File: src/rtl/imm_gen_if.sv
// imm_gen_if: instruction-in / immediate-out handshake bundle for imm_gen_pipe.
// Illegal-opcode signals exist only when IMMGEN_ILLEGAL_EN is defined.
interface imm_gen_if #(
    parameter int IMM_W = 16
`ifdef IMMGEN_ILLEGAL_EN
    , parameter int CNT_W = 16
`endif
);
    logic             in_valid;
    logic             in_ready;
    logic [15:0]      instruction;
    logic             out_valid;
    logic             out_ready;
    logic [IMM_W-1:0] immediate_out;
    logic [2:0]       imm_class;
`ifdef IMMGEN_ILLEGAL_EN
    logic             out_illegal;
    logic [CNT_W-1:0] illegal_count;
`endif
    modport slave (
        input  in_valid, instruction, out_ready,
        output in_ready, out_valid, immediate_out, imm_class
`ifdef IMMGEN_ILLEGAL_EN
        , output out_illegal, illegal_count
`endif
    );
    modport master (
        output in_valid, instruction, out_ready,
        input  in_ready, out_valid, immediate_out, imm_class
`ifdef IMMGEN_ILLEGAL_EN
        , input out_illegal, illegal_count
`endif
    );
endinterface

File: src/rtl/imm_gen_pipe.sv
// imm_gen_pipe: pipelined immediate generator with registered output and one-entry skid buffer.
// Optional illegal-opcode flag and saturating counter enabled by IMMGEN_ILLEGAL_EN.
module imm_gen_pipe #(
    parameter int IMM_W = 16,
    parameter bit SEXT  = 1,
    parameter int CNT_W = 16
) (
    input logic     clk,
    input logic     rst_n,
    imm_gen_if.slave bus
);
    if (IMM_W < 9 || IMM_W > 32 || CNT_W < 1) begin : g_bad
        $error("imm_gen_pipe: IMM_W must be 9..32 and CNT_W >= 1");
    end

    typedef struct packed {
        logic [IMM_W-1:0] imm;
        logic [2:0]       cls;
`ifdef IMMGEN_ILLEGAL_EN
        logic             ill;
`endif
    } ent_t;

    // fill marks raw bits above the field width; they take the extension bit like the upper bits
    function automatic logic [IMM_W-1:0] ext(input logic [8:0] raw, input logic [8:0] fill, input logic s);
        logic [IMM_W-1:0] r;
        r = {IMM_W{s}};
        r[8:0] = (raw & ~fill) | ({9{s}} & fill);
        return r;
    endfunction

    logic [3:0] op, p1, p2, p3;
    ent_t       d, o, sk;
    logic       ov, sv, rdy, in_fire, free;

    assign op = bus.instruction[3:0];
    assign p1 = bus.instruction[7:4];
    assign p2 = bus.instruction[11:8];
    assign p3 = bus.instruction[15:12];

    always_comb begin
        d     = '0;
        case (op[2:0])
            3'b001: begin d.cls = 3'd1; d.imm = ext({5'b0, p3}, 9'h1F0, SEXT & p3[3]); end
            3'b010: begin d.cls = 3'd2; d.imm = ext({4'b0, p1, op[3]}, 9'h1E0, SEXT & p1[3]); end
            3'b011: begin d.cls = 3'd3; d.imm = ext({5'b0, p1}, 9'h1F0, SEXT & p1[3]); end
            3'b100: begin d.cls = 3'd4; d.imm = ext({op[3], p3, p2}, 9'h000, SEXT & op[3]); end
            default: ;
        endcase
`ifdef IMMGEN_ILLEGAL_EN
        d.ill = op[2] & (op[1] | op[0]);
`endif
    end

    assign in_fire = bus.in_valid & rdy;
    assign free    = ~ov | bus.out_ready;

    // rdy mirrors ~sv but is its own flop so in_ready has no logic in front of it
    always_ff @(posedge clk or negedge rst_n) begin
        if (!rst_n) begin
            ov  <= 1'b0;
            sv  <= 1'b0;
            rdy <= 1'b1;
            o   <= '0;
            sk  <= '0;
        end else if (free) begin
            if (sv) begin
                o   <= sk;
                sv  <= 1'b0;
                rdy <= 1'b1;
            end else if (in_fire) begin
                o   <= d;
                ov  <= 1'b1;
            end else begin
                ov  <= 1'b0;
            end
        end else if (in_fire) begin
            sk  <= d;
            sv  <= 1'b1;
            rdy <= 1'b0;
        end
    end

    assign bus.in_ready      = rdy;
    assign bus.out_valid     = ov;
    assign bus.immediate_out = o.imm;
    assign bus.imm_class     = o.cls;

`ifdef IMMGEN_ILLEGAL_EN
    logic [CNT_W-1:0] cnt;

    always_ff @(posedge clk or negedge rst_n) begin
        if (!rst_n)
            cnt <= '0;
        else if (ov && bus.out_ready && o.ill && !(&cnt))
            cnt <= cnt + 1'b1;
    end

    assign bus.out_illegal   = o.ill;
    assign bus.illegal_count = cnt;
`endif
endmodule

File: src/flat_wrapper.sv
// flat-port wrapper written by rule: the top's interface ports become plain ports
module imm_gen_pipe_flat 
#(
    parameter int IMM_W = 16,
    parameter bit SEXT  = 1,
    parameter int CNT_W = 16
)
  (clk, rst_n, bus_in_valid, bus_instruction, bus_out_ready, bus_in_ready, bus_out_valid, bus_immediate_out, bus_imm_class);
  imm_gen_if #(.IMM_W(IMM_W)) bus_i ();
  input logic clk;
  input logic rst_n;
  input wire logic [$bits(bus_i.in_valid)-1:0] bus_in_valid;
  input wire logic [$bits(bus_i.instruction)-1:0] bus_instruction;
  input wire logic [$bits(bus_i.out_ready)-1:0] bus_out_ready;
  output wire logic [$bits(bus_i.in_ready)-1:0] bus_in_ready;
  output wire logic [$bits(bus_i.out_valid)-1:0] bus_out_valid;
  output wire logic [$bits(bus_i.immediate_out)-1:0] bus_immediate_out;
  output wire logic [$bits(bus_i.imm_class)-1:0] bus_imm_class;
  assign bus_i.in_valid = bus_in_valid;
  assign bus_i.instruction = bus_instruction;
  assign bus_i.out_ready = bus_out_ready;
  assign bus_in_ready = bus_i.in_ready;
  assign bus_out_valid = bus_i.out_valid;
  assign bus_immediate_out = bus_i.immediate_out;
  assign bus_imm_class = bus_i.imm_class;
  imm_gen_pipe #(.IMM_W(IMM_W), .SEXT(SEXT), .CNT_W(CNT_W)) u_core (.clk(clk), .rst_n(rst_n), .bus(bus_i));
endmodule
File: config.mk
export PLATFORM = sky130hd
export DESIGN_NAME = imm_gen_pipe_flat
export DESIGN_NICKNAME = d
export VERILOG_FILES = /design/src/rtl/imm_gen_if.sv /design/src/rtl/imm_gen_pipe.sv /design/src/flat_wrapper.sv
export SDC_FILE = /design/constraint.sdc
export NUM_CORES = 1
export LEC_CHECK = 0
export CORE_ASPECT_RATIO = 0.5
export CORE_MARGIN = 4
export CORE_UTILIZATION = 40
export DETAILED_ROUTE_END_ITERATION = 6
export PLACE_DENSITY = 0.68
export REMOVE_ABC_BUFFERS = 1
export SLEW_MARGIN = 5
export SYNTH_ARGS = -nofsm -noshare
export SYNTH_HDL_FRONTEND = slang
export SYNTH_SLANG_ARGS = --single-unit
File: constraint.sdc
create_clock -name clk -period 2.2 [get_ports clk]
set_input_delay 0.33 -clock clk [delete_from_list [all_inputs] [get_ports clk]]
set_output_delay 0.33 -clock clk [all_outputs]
set_load 0.005 [all_outputs]
==> results.toml, run 1 <==
[timing]
relSlewSlack = 0.596
fin_worst_skew_ns = 0.00797
hold_viol = 0
fin_crit_ns = 1.77
setup_violations = 0
rsz0062_at_grt = "no"
worst_slew_pin_slew_ns = 0.605
fmax_mhz = 566
post-route-period-util = 0.803
report.final.slew_viol_count = 0
setup_tns_ns = 0

[run_status]
run_status = "completed"

[die]
die_area_sq_um = 5070
start_util = 0.437
rows = 15
core_area_sq_um = 3600
die_x_um = 96.8
io_pins = 41
die_h_um = 52.4

[power]
power_density_nw_per_um2 = 1020
ir_drop_mv = 0.321
p_leak_uw = 0.000816
power_uw = 2040

[setup_path]
worstPathRequired_ns = 2.35
critPathLaunchType = "input pin"
crit_path_cell_trace = "clkdlybuf4s50_1 -> buf_4 -> mux2_1 -> a211oi_2 -> o211ai_2"
path_class = "input pin to flip-flop"
cpMaxStageDelayCell = "clkdlybuf4s50_1"
max_stage_delay_ns = 0.61
worstPathMaxFanout = 9
critPathTopFamily = "buffers and inverters"
cp_num_buf_inv = 2
crit_arrival_ns = 1.92
critPathCaptureType = "flip-flop"

[placement]
post-dp-hpwl_um = 2690
place_congestion = 0.763
numPortBuffers = 40
dpl-instance-area_sq_um = 1950

[clock_network]
clk_latency_ns = 0.28
cts_hold_buf = 0
root_buffer = "clkbuf_8"
cts_sinks = 27
cts-resized-gates = 0
numCtsBuffers = 3
clk_path_buf_depth = 2
cts.clk_slew.worst_paths_ns = 0.10
post-cts-setup-buffer-count = 0
cts_tree = "built"
h-tree-depth = 1

[synth]
synthesis.area_sq_um = 1580
ys_types = 32
ys_seq_elements = 27
synth_top_area_cell = "dfrtp_1"
synth_cells = 150
synth_top_area_frac = 0.413
synth.avg_cell_area_sq_um = 10.5
yosysWarningCount = 0
synthTopCellsByArea = "dfrtp_1 41%, o211ai_2 7.1%, o21ai_0 5.7%"
yosysSeqAreaShare = 0.429

[routing]
routed_wl_um = 3580
dr.pass1.iters = 4
via_per_inst = 5.31
route.detailed.drc = 0
drtIter0Drc = 110
num_vias = 1231
routedWlPerCell_um = 15.4
ant_nets = 0

[grt]
grt_use_total = 0.147
grt_max_degree = 28
grt_overflow_total = 0
antenna_found_initial = 0
grt_pass1_vias = 1137
grt_pass1_wl_um = 5920

[finish]
final_cell_mix = "40 x clkdlybuf4s50_1, 26 x dfrtp_1, 18 x o21ai_0"
final_area_sq_um = 2000
drive_gt1_frac = 0.177
diodes = 0
final_common_cell = "clkdlybuf4s50_1"
final_nets = 202
synthToLayoutAreaGrowth_pct = 26.7

[job]
cap_violations = 0

[min_path]
hold_class = "input pin to asynchronous set/reset pin"
==> path summary, 6_finish.rpt <==
kind,from,endpoint,slack (ns),cells past startpoint
max in group asynchronous,rst_n,u_core.bus.in_ready,1.49,2
worst min-delay path,rst_n,u_core.bus.imm_class[2],0.41,2
worst max-delay path,bus_instruction[1],u_core.bus.immediate_out[2],0.43,5
min in group clk,u_core.sk[3],u_core.sk[3],0.49,2
worst max register to register,u_core.sv,u_core.bus.imm_class[2],0.60,3
worst min register to register,u_core.sk[3],u_core.sk[3],0.49,2
==> layout make-up <==
cell class	count	area [sq um]
Fill cell	315	1610
Multi-Input combinational cell	101	751
Sequential cell	27	677
Timing Repair Buffer	46	445
Tap cell	51	63.8
Clock buffer	3	41.3
Inverter	3	11.3
Clock inverter	1	7.51
==> routing by layer <==
layer	part of all wire	track usage	up-vias
met2	0.40	0.204	44
met5	0	0	-
met3	0.073	0.0345	4
met1	0.52	0.226	578
li1	-	-	605
met4	0.0087	0.0350	0
==> state kept, by name, indices dropped and copies added (netlist names) <==
name	flops
u_core.bus.imm_class	3
u_core.bus.immediate_out	9
u_core.sk	12
u_core.bus.out_valid	1
u_core.sv	1
u_core.bus.in_ready	1
==> synthesized netlist by cell type (all sizes together) <==
library cell,n
mux2,7
o21ai,28
nor2b,1
clkbuf,6
buf,13
nand4b,1
xor2,1
a211oi,4
or3b,1
dfrtp,26
nand2b,3
or3,1
dfstp,1
inv,3
and4bb,3
nand2,16
and2b,2
o211ai,9
nor2,2
a21oi,1
and3b,1
a311oi,4
a31oi,1
nand3,9
nor4bb,6
==> metrics by stage <==
step / instances / worst slack (ns) / util / hold WS, ns
5_1_grt: 232 / 0.356 / 0.554 / 0.440
6_report: 232 / 0.434 / 0.554 / 0.412
4_1_cts: 232 / 0.434 / 0.554 / 0.418
3_5_place_dp: 228 / 0.140 / 0.541 / 0.476
3_3_place_gp: 228 / 0.194 / 0.541 / 0.464
2_1_floorplan: 131 / 0.664 / - / 0.0344
==> cells by family (layout without fill, tap and decap cells) <==
| kind of cell | count (synthesis) | in the layout | synth area share |
|---|---|---|---|
| AOI/OAI and AO/OA | 47 | 47 | 0.237 |
| and+or+nand+nor | 46 | 46 | 0.183 |
| DFF | 27 | 27 | 0.429 |
| buffers and inverters | 22 | 53 | 0.0944 |
| muxes | 7 | 7 | 0.0500 |
| xor gates and xnor gates | 1 | 1 | 0.00556 |
==> power breakdown <==
group | switching, uW | internal, uW | leakage [uW]
logic | 360 | 519 | 0.000443
clock network | 161 | 129 | 0.0000217
registers | 150 | 722 | 0.000352
total | 670 | 1370 | 0.000816
==> worst register-to-register path, cell delays in order, from the launching register on <==
cell and delay, ns:
dfrtp_1 0.74, a21oi_1 0.13, nor2_1 0.27, mux2_2 0.37
Power figures use the tool's default switching activity.
==> run 2, diff against run 1 <==
==> constraint.sdc (replaced) <==
create_clock -name clk -period 1.85 [get_ports clk]
set_input_delay 0.2775 -clock clk [delete_from_list [all_inputs] [get_ports clk]]
set_output_delay 0.2775 -clock clk [all_outputs]
set_load 0.005 [all_outputs]
==> results.toml, run 2 (synthesized netlist as in run 1, its figures left out) <==
[run_status]
run_status = "completed"

[clock_network]
cts-resized-gates = 0
clk_path_buf_depth = 2
root_buffer = "clkbuf_8"
clk_latency_ns = 0.28
post-cts-setup-buffer-count = 0
cts_hold_buf = 0
cts_tree = "built"
cts.clk_slew.worst_paths_ns = 0.10
numCtsBuffers = 3
cts_sinks = 27
h-tree-depth = 1

[routing]
num_vias = 1270
dr.pass1.iters = 4
routed_wl_um = 3790
via_per_inst = 5.31
drtIter0Drc = 50
routedWlPerCell_um = 15.8
route.detailed.drc = 0
ant_nets = 0

[setup_path]
max_stage_delay_ns = 0.58
worstPathMaxFanout = 6
worstPathRequired_ns = 1.57
crit_arrival_ns = 1.37
rr_worst_depth = 4
path_class = "flip-flop to output pin"
cp.depth = 1
critPathLaunchType = "flip-flop"
critPathCaptureType = "output pin"
cpMaxStageDelayCell = "dfstp_2"
critPathTopFamily = "flip-flops"
cp_num_buf_inv = 1
crit_path_cell_trace = "clkdlybuf4s50_1"

[grt]
grt_pass1_vias = 1222
grt_overflow_total = 0
grt_use_total = 0.156
antenna_found_initial = 0
grt_pass1_wl_um = 6240
grt_max_degree = 28

[power]
ir_drop_mv = 0.348
power_density_nw_per_um2 = 1200
p_sw_uw = 810
seq_power_share = 0.420
power_frac_comb = 0.440
internal-power_uw = 1650
p_leak_uw = 0.000854
p_clk_frac = 0.140
switching_share = 0.330

[die]
start_util = 0.437
rows = 15
io_pins = 41
die_h_um = 52.4
die_x_um = 96.8
core_area_sq_um = 3600
die_area_sq_um = 5070

[timing]
setup_violations = 0
report.final.slew_viol_count = 0
fmax_mhz = 608
worst_slew_pin_slew_ns = 0.484
hold_viol = 0
fin_crit_ns = 1.65
relSlewSlack = 0.677
post-route-period-util = 0.889
fin_worst_skew_ns = 0.00326
rsz0062_at_grt = "no"

[finish]
largest_reg_flops = 12
final_cell_mix = "40 x clkdlybuf4s50_1, 26 x dfrtp_1, 18 x o21ai_0"
final_common_cell = "clkdlybuf4s50_1"
ff_latch_area_sq_um = 677
diodes = 0
utilization = 0.568
drive_gt1_frac = 0.207
fin_cells = 239
synthToLayoutAreaGrowth_pct = 29.8
multiInputGateArea_sq_um = 751
final_nets = 209
largest_register = "u_core.sk"
n_fill_cell = 332

[placement]
numPortBuffers = 40
place_congestion = 0.814
post-dp-hpwl_um = 2870
placed_cells = 235

[min_path]
hold_class = "input pin to asynchronous set/reset pin"

[job]
cap_violations = 0
run 2: cell count changes in the layout (fill, tap and decap cells not counted):
cell,before,now
clkinv_2,0,1
buf_4,6,13
clkinvlp_4,1,0
run 2: path summary, 6_finish.rpt:
path,startpoint,endpoint,slack [ns]
min reg2reg,u_core.sk[0],u_core.sk[0],0.49
max reg2reg,u_core.bus.in_ready,u_core.bus.immediate_out[6],0.38
max,u_core.bus.in_ready,bus_in_ready,0.20
max in group asynchronous,rst_n,u_core.bus.in_ready,1.19
min in group clk,u_core.sk[0],u_core.sk[0],0.49
min,rst_n,u_core.sk[8],0.37
run 2: metal layers:
metal / GRT usage / vias up / routed length, um
met5: 0 / - / 0
met4: 0.0420 / 0 / 38
met3: 0.0345 / 5 / 248
met2: 0.242 / 46 / 1670
met1: 0.221 / 604 / 1820
li1: - / 615 / -
run 2: metrics by stage:
step           worst slack, ns  instance area, sq um  hold WS (ns)  TNS, ns  power [uW]
6_report                 0.205                  2050         0.366        0        2460
5_1_grt                  0.157                  2050         0.406        0        2630
4_1_cts                  0.200                  2050         0.375        0        2470
3_5_place_dp           -0.0467                  2000         0.472   -0.331        2140
3_3_place_gp           -0.0156                  2000         0.464  -0.0581        2100
2_1_floorplan            0.314                  1440       -0.0181        0        1440
run 2: layout make-up:
type                    count  area share
clock buffers               3      0.0202
flip-flops and latches     27       0.331
clock inverters             1     0.00244
multi-input cells         101       0.367
inverters                   3     0.00550
well taps                  51      0.0312
repair buffers             53       0.243
run 2: power groups by stage:
stage	combinational (uW)	sequential, uW	clock (uW)
3_3_place_gp	1080	1030	0
2_1_floorplan	395	1040	0
3_5_place_dp	1100	1040	0
4_1_cts	1100	1040	344
5_1_grt	1180	1070	378
6_report	1080	1030	344
==> run 3, diff against run 2 <==
--- a/config.mk
+++ b/config.mk
@@ -5,11 +5,14 @@
 export SDC_FILE = /design/constraint.sdc
 export NUM_CORES = 1
 export LEC_CHECK = 0
+export CELL_PAD_IN_SITES_DETAIL_PLACEMENT = 1
+export CELL_PAD_IN_SITES_GLOBAL_PLACEMENT = 2
 export CORE_ASPECT_RATIO = 0.5
 export CORE_MARGIN = 4
-export CORE_UTILIZATION = 40
+export CORE_UTILIZATION = 30
 export DETAILED_ROUTE_END_ITERATION = 6
-export PLACE_DENSITY = 0.68
+export MAX_ROUTING_LAYER = met4
+export PLACE_DENSITY_LB_ADDON = 0.1
 export REMOVE_ABC_BUFFERS = 1
 export SLEW_MARGIN = 5
 export SYNTH_ARGS = -nofsm -noshare
==> results.toml, run 3 (synthesized netlist as in run 1, its figures left out) <==
[run_status]
run_status = "completed"

[setup_path]
critPathLaunchType = "flip-flop"
cpMaxStageDelayCell = "dfstp_2"
path_class = "flip-flop to output pin"
crit_path_cell_trace = "clkdlybuf4s50_1"
max_stage_delay_ns = 0.59
critPathTopFamily = "flip-flops"
cp_num_buf_inv = 1
worstPathMaxFanout = 6
critPathCaptureType = "output pin"
worstPathRequired_ns = 1.57
crit_arrival_ns = 1.38

[clock_network]
cts_hold_buf = 0
post-cts-setup-buffer-count = 0
cts_sinks = 27
cts.clk_slew.worst_paths_ns = 0.10
h-tree-depth = 1
cts_tree = "built"
cts-resized-gates = 0
clk_path_buf_depth = 2
numCtsBuffers = 3
clk_latency_ns = 0.28
root_buffer = "clkbuf_8"

[finish]
diodes = 0
synthToLayoutAreaGrowth_pct = 30.9
final_cell_mix = "40 x clkdlybuf4s50_1, 26 x dfrtp_1, 18 x o21ai_0"
largest_reg_flops = 12
final_area_sq_um = 2060
utilization = 0.413
final_common_cell = "clkdlybuf4s50_1"
largest_register = "u_core.sk"
drive_gt1_frac = 0.195
final_nets = 206

[routing]
via_per_inst = 4.82
route.detailed.drc = 0
ant_nets = 0
routedWlPerCell_um = 16.5
dr.pass1.iters = 4
drtIter0Drc = 42
num_vias = 1229
routed_wl_um = 4210

[die]
die_area_sq_um = 6550
die_x_um = 111
io_pins = 41
rows = 18
start_util = 0.315
die_h_um = 59.3
core_area_sq_um = 5000

[placement]
dpl-instance-area_sq_um = 2010
post-dp-hpwl_um = 3100
pre_cts_slack_ns = 0.00668
place_congestion = 0.670
numPortBuffers = 40

[power]
internal-power_uw = 1640
power_density_nw_per_um2 = 1190
seq_power_share = 0.419
ir_drop_mv = 0.404
power_frac_comb = 0.434
p_leak_uw = 0.000841
switching_share = 0.333
p_clk_frac = 0.147
p_sw_uw = 819

[grt]
grt_pass1_vias = 1283
grt_pass1_wl_um = 7040
grt_overflow_total = 0
grt_max_degree = 28
grt_use_total = 0.139
antenna_found_initial = 0

[timing]
fin_crit_ns = 1.66
report.final.slew_viol_count = 0
fin_worst_skew_ns = 0.00151
setup_tns_ns = 0
setup_ws_ns = 0.189
setup_violations = 0
rsz0062_at_grt = "no"
post-route-period-util = 0.898
hold_viol = 0
fmax_mhz = 602
worst_slew_pin_slew_ns = 0.504
relSlewSlack = 0.664

[job]
cap_violations = 0

[min_path]
hold_class = "input pin to asynchronous set/reset pin"
run 3: cell types whose count changed in the layout (fill, tap and decap cells not counted), sizes merged:
cell	before	now
buf	13	10
clkinv	1	0
clkinvlp	0	1
run 3: routing by layer:
layer | share of wire | vias up | global-route usage
met5 | 0 | - | -
met4 | 0.0055 | 0 | 0.0211
met3 | 0.025 | 2 | 0.0306
met2 | 0.43 | 19 | 0.203
met1 | 0.54 | 603 | 0.202
li1 | - | 605 | -
run 3: final cells by class:
class / instances / area (sq um)
clock buffers: 3 / 41.3
flip-flops and latches: 27 / 677
multi-input cells: 101 / 751
fillers: 566 / 2940
well taps: 70 / 87.6
inverters: 3 / 11.3
repair buffers: 50 / 488
clock inverters: 1 / 7.51
run 3: through the flow:
stage / instances / hold WS [ns] / power [uW]
after floorplan: 131 / -0.0181 / 1440
after global placement: 251 / 0.462 / 2110
after detailed placement: 251 / 0.473 / 2130
after CTS: 255 / 0.387 / 2500
after global routing: 255 / 0.404 / 2660
final: 255 / 0.372 / 2460
run 3: path summary, 6_finish.rpt:
kind                                      from  cells past startpoint  slack (ns)                           to
max reg2reg                u_core.bus.in_ready                      4        0.39  u_core.bus.immediate_out[2]
min reg2reg                       u_core.sk[2]                      2        0.49                 u_core.sk[2]
max in group asynchronous                rst_n                      2        1.17          u_core.bus.in_ready
min                                      rst_n                      2        0.37         u_core.bus.out_valid
max                        u_core.bus.in_ready                      1        0.19                 bus_in_ready
min in group clk                  u_core.sk[2]                      2        0.49                 u_core.sk[2]
run 3: power groups by stage:
stage / Sequential, uW / Clock [uW] / Combinational, uW
CTS: 1040 / 375 / 1090
global route: 1080 / 398 / 1180
finish: 1030 / 360 / 1070
global placement: 1040 / 0 / 1070
detailed placement: 1050 / 0 / 1080
floorplan: 1040 / 0 / 395
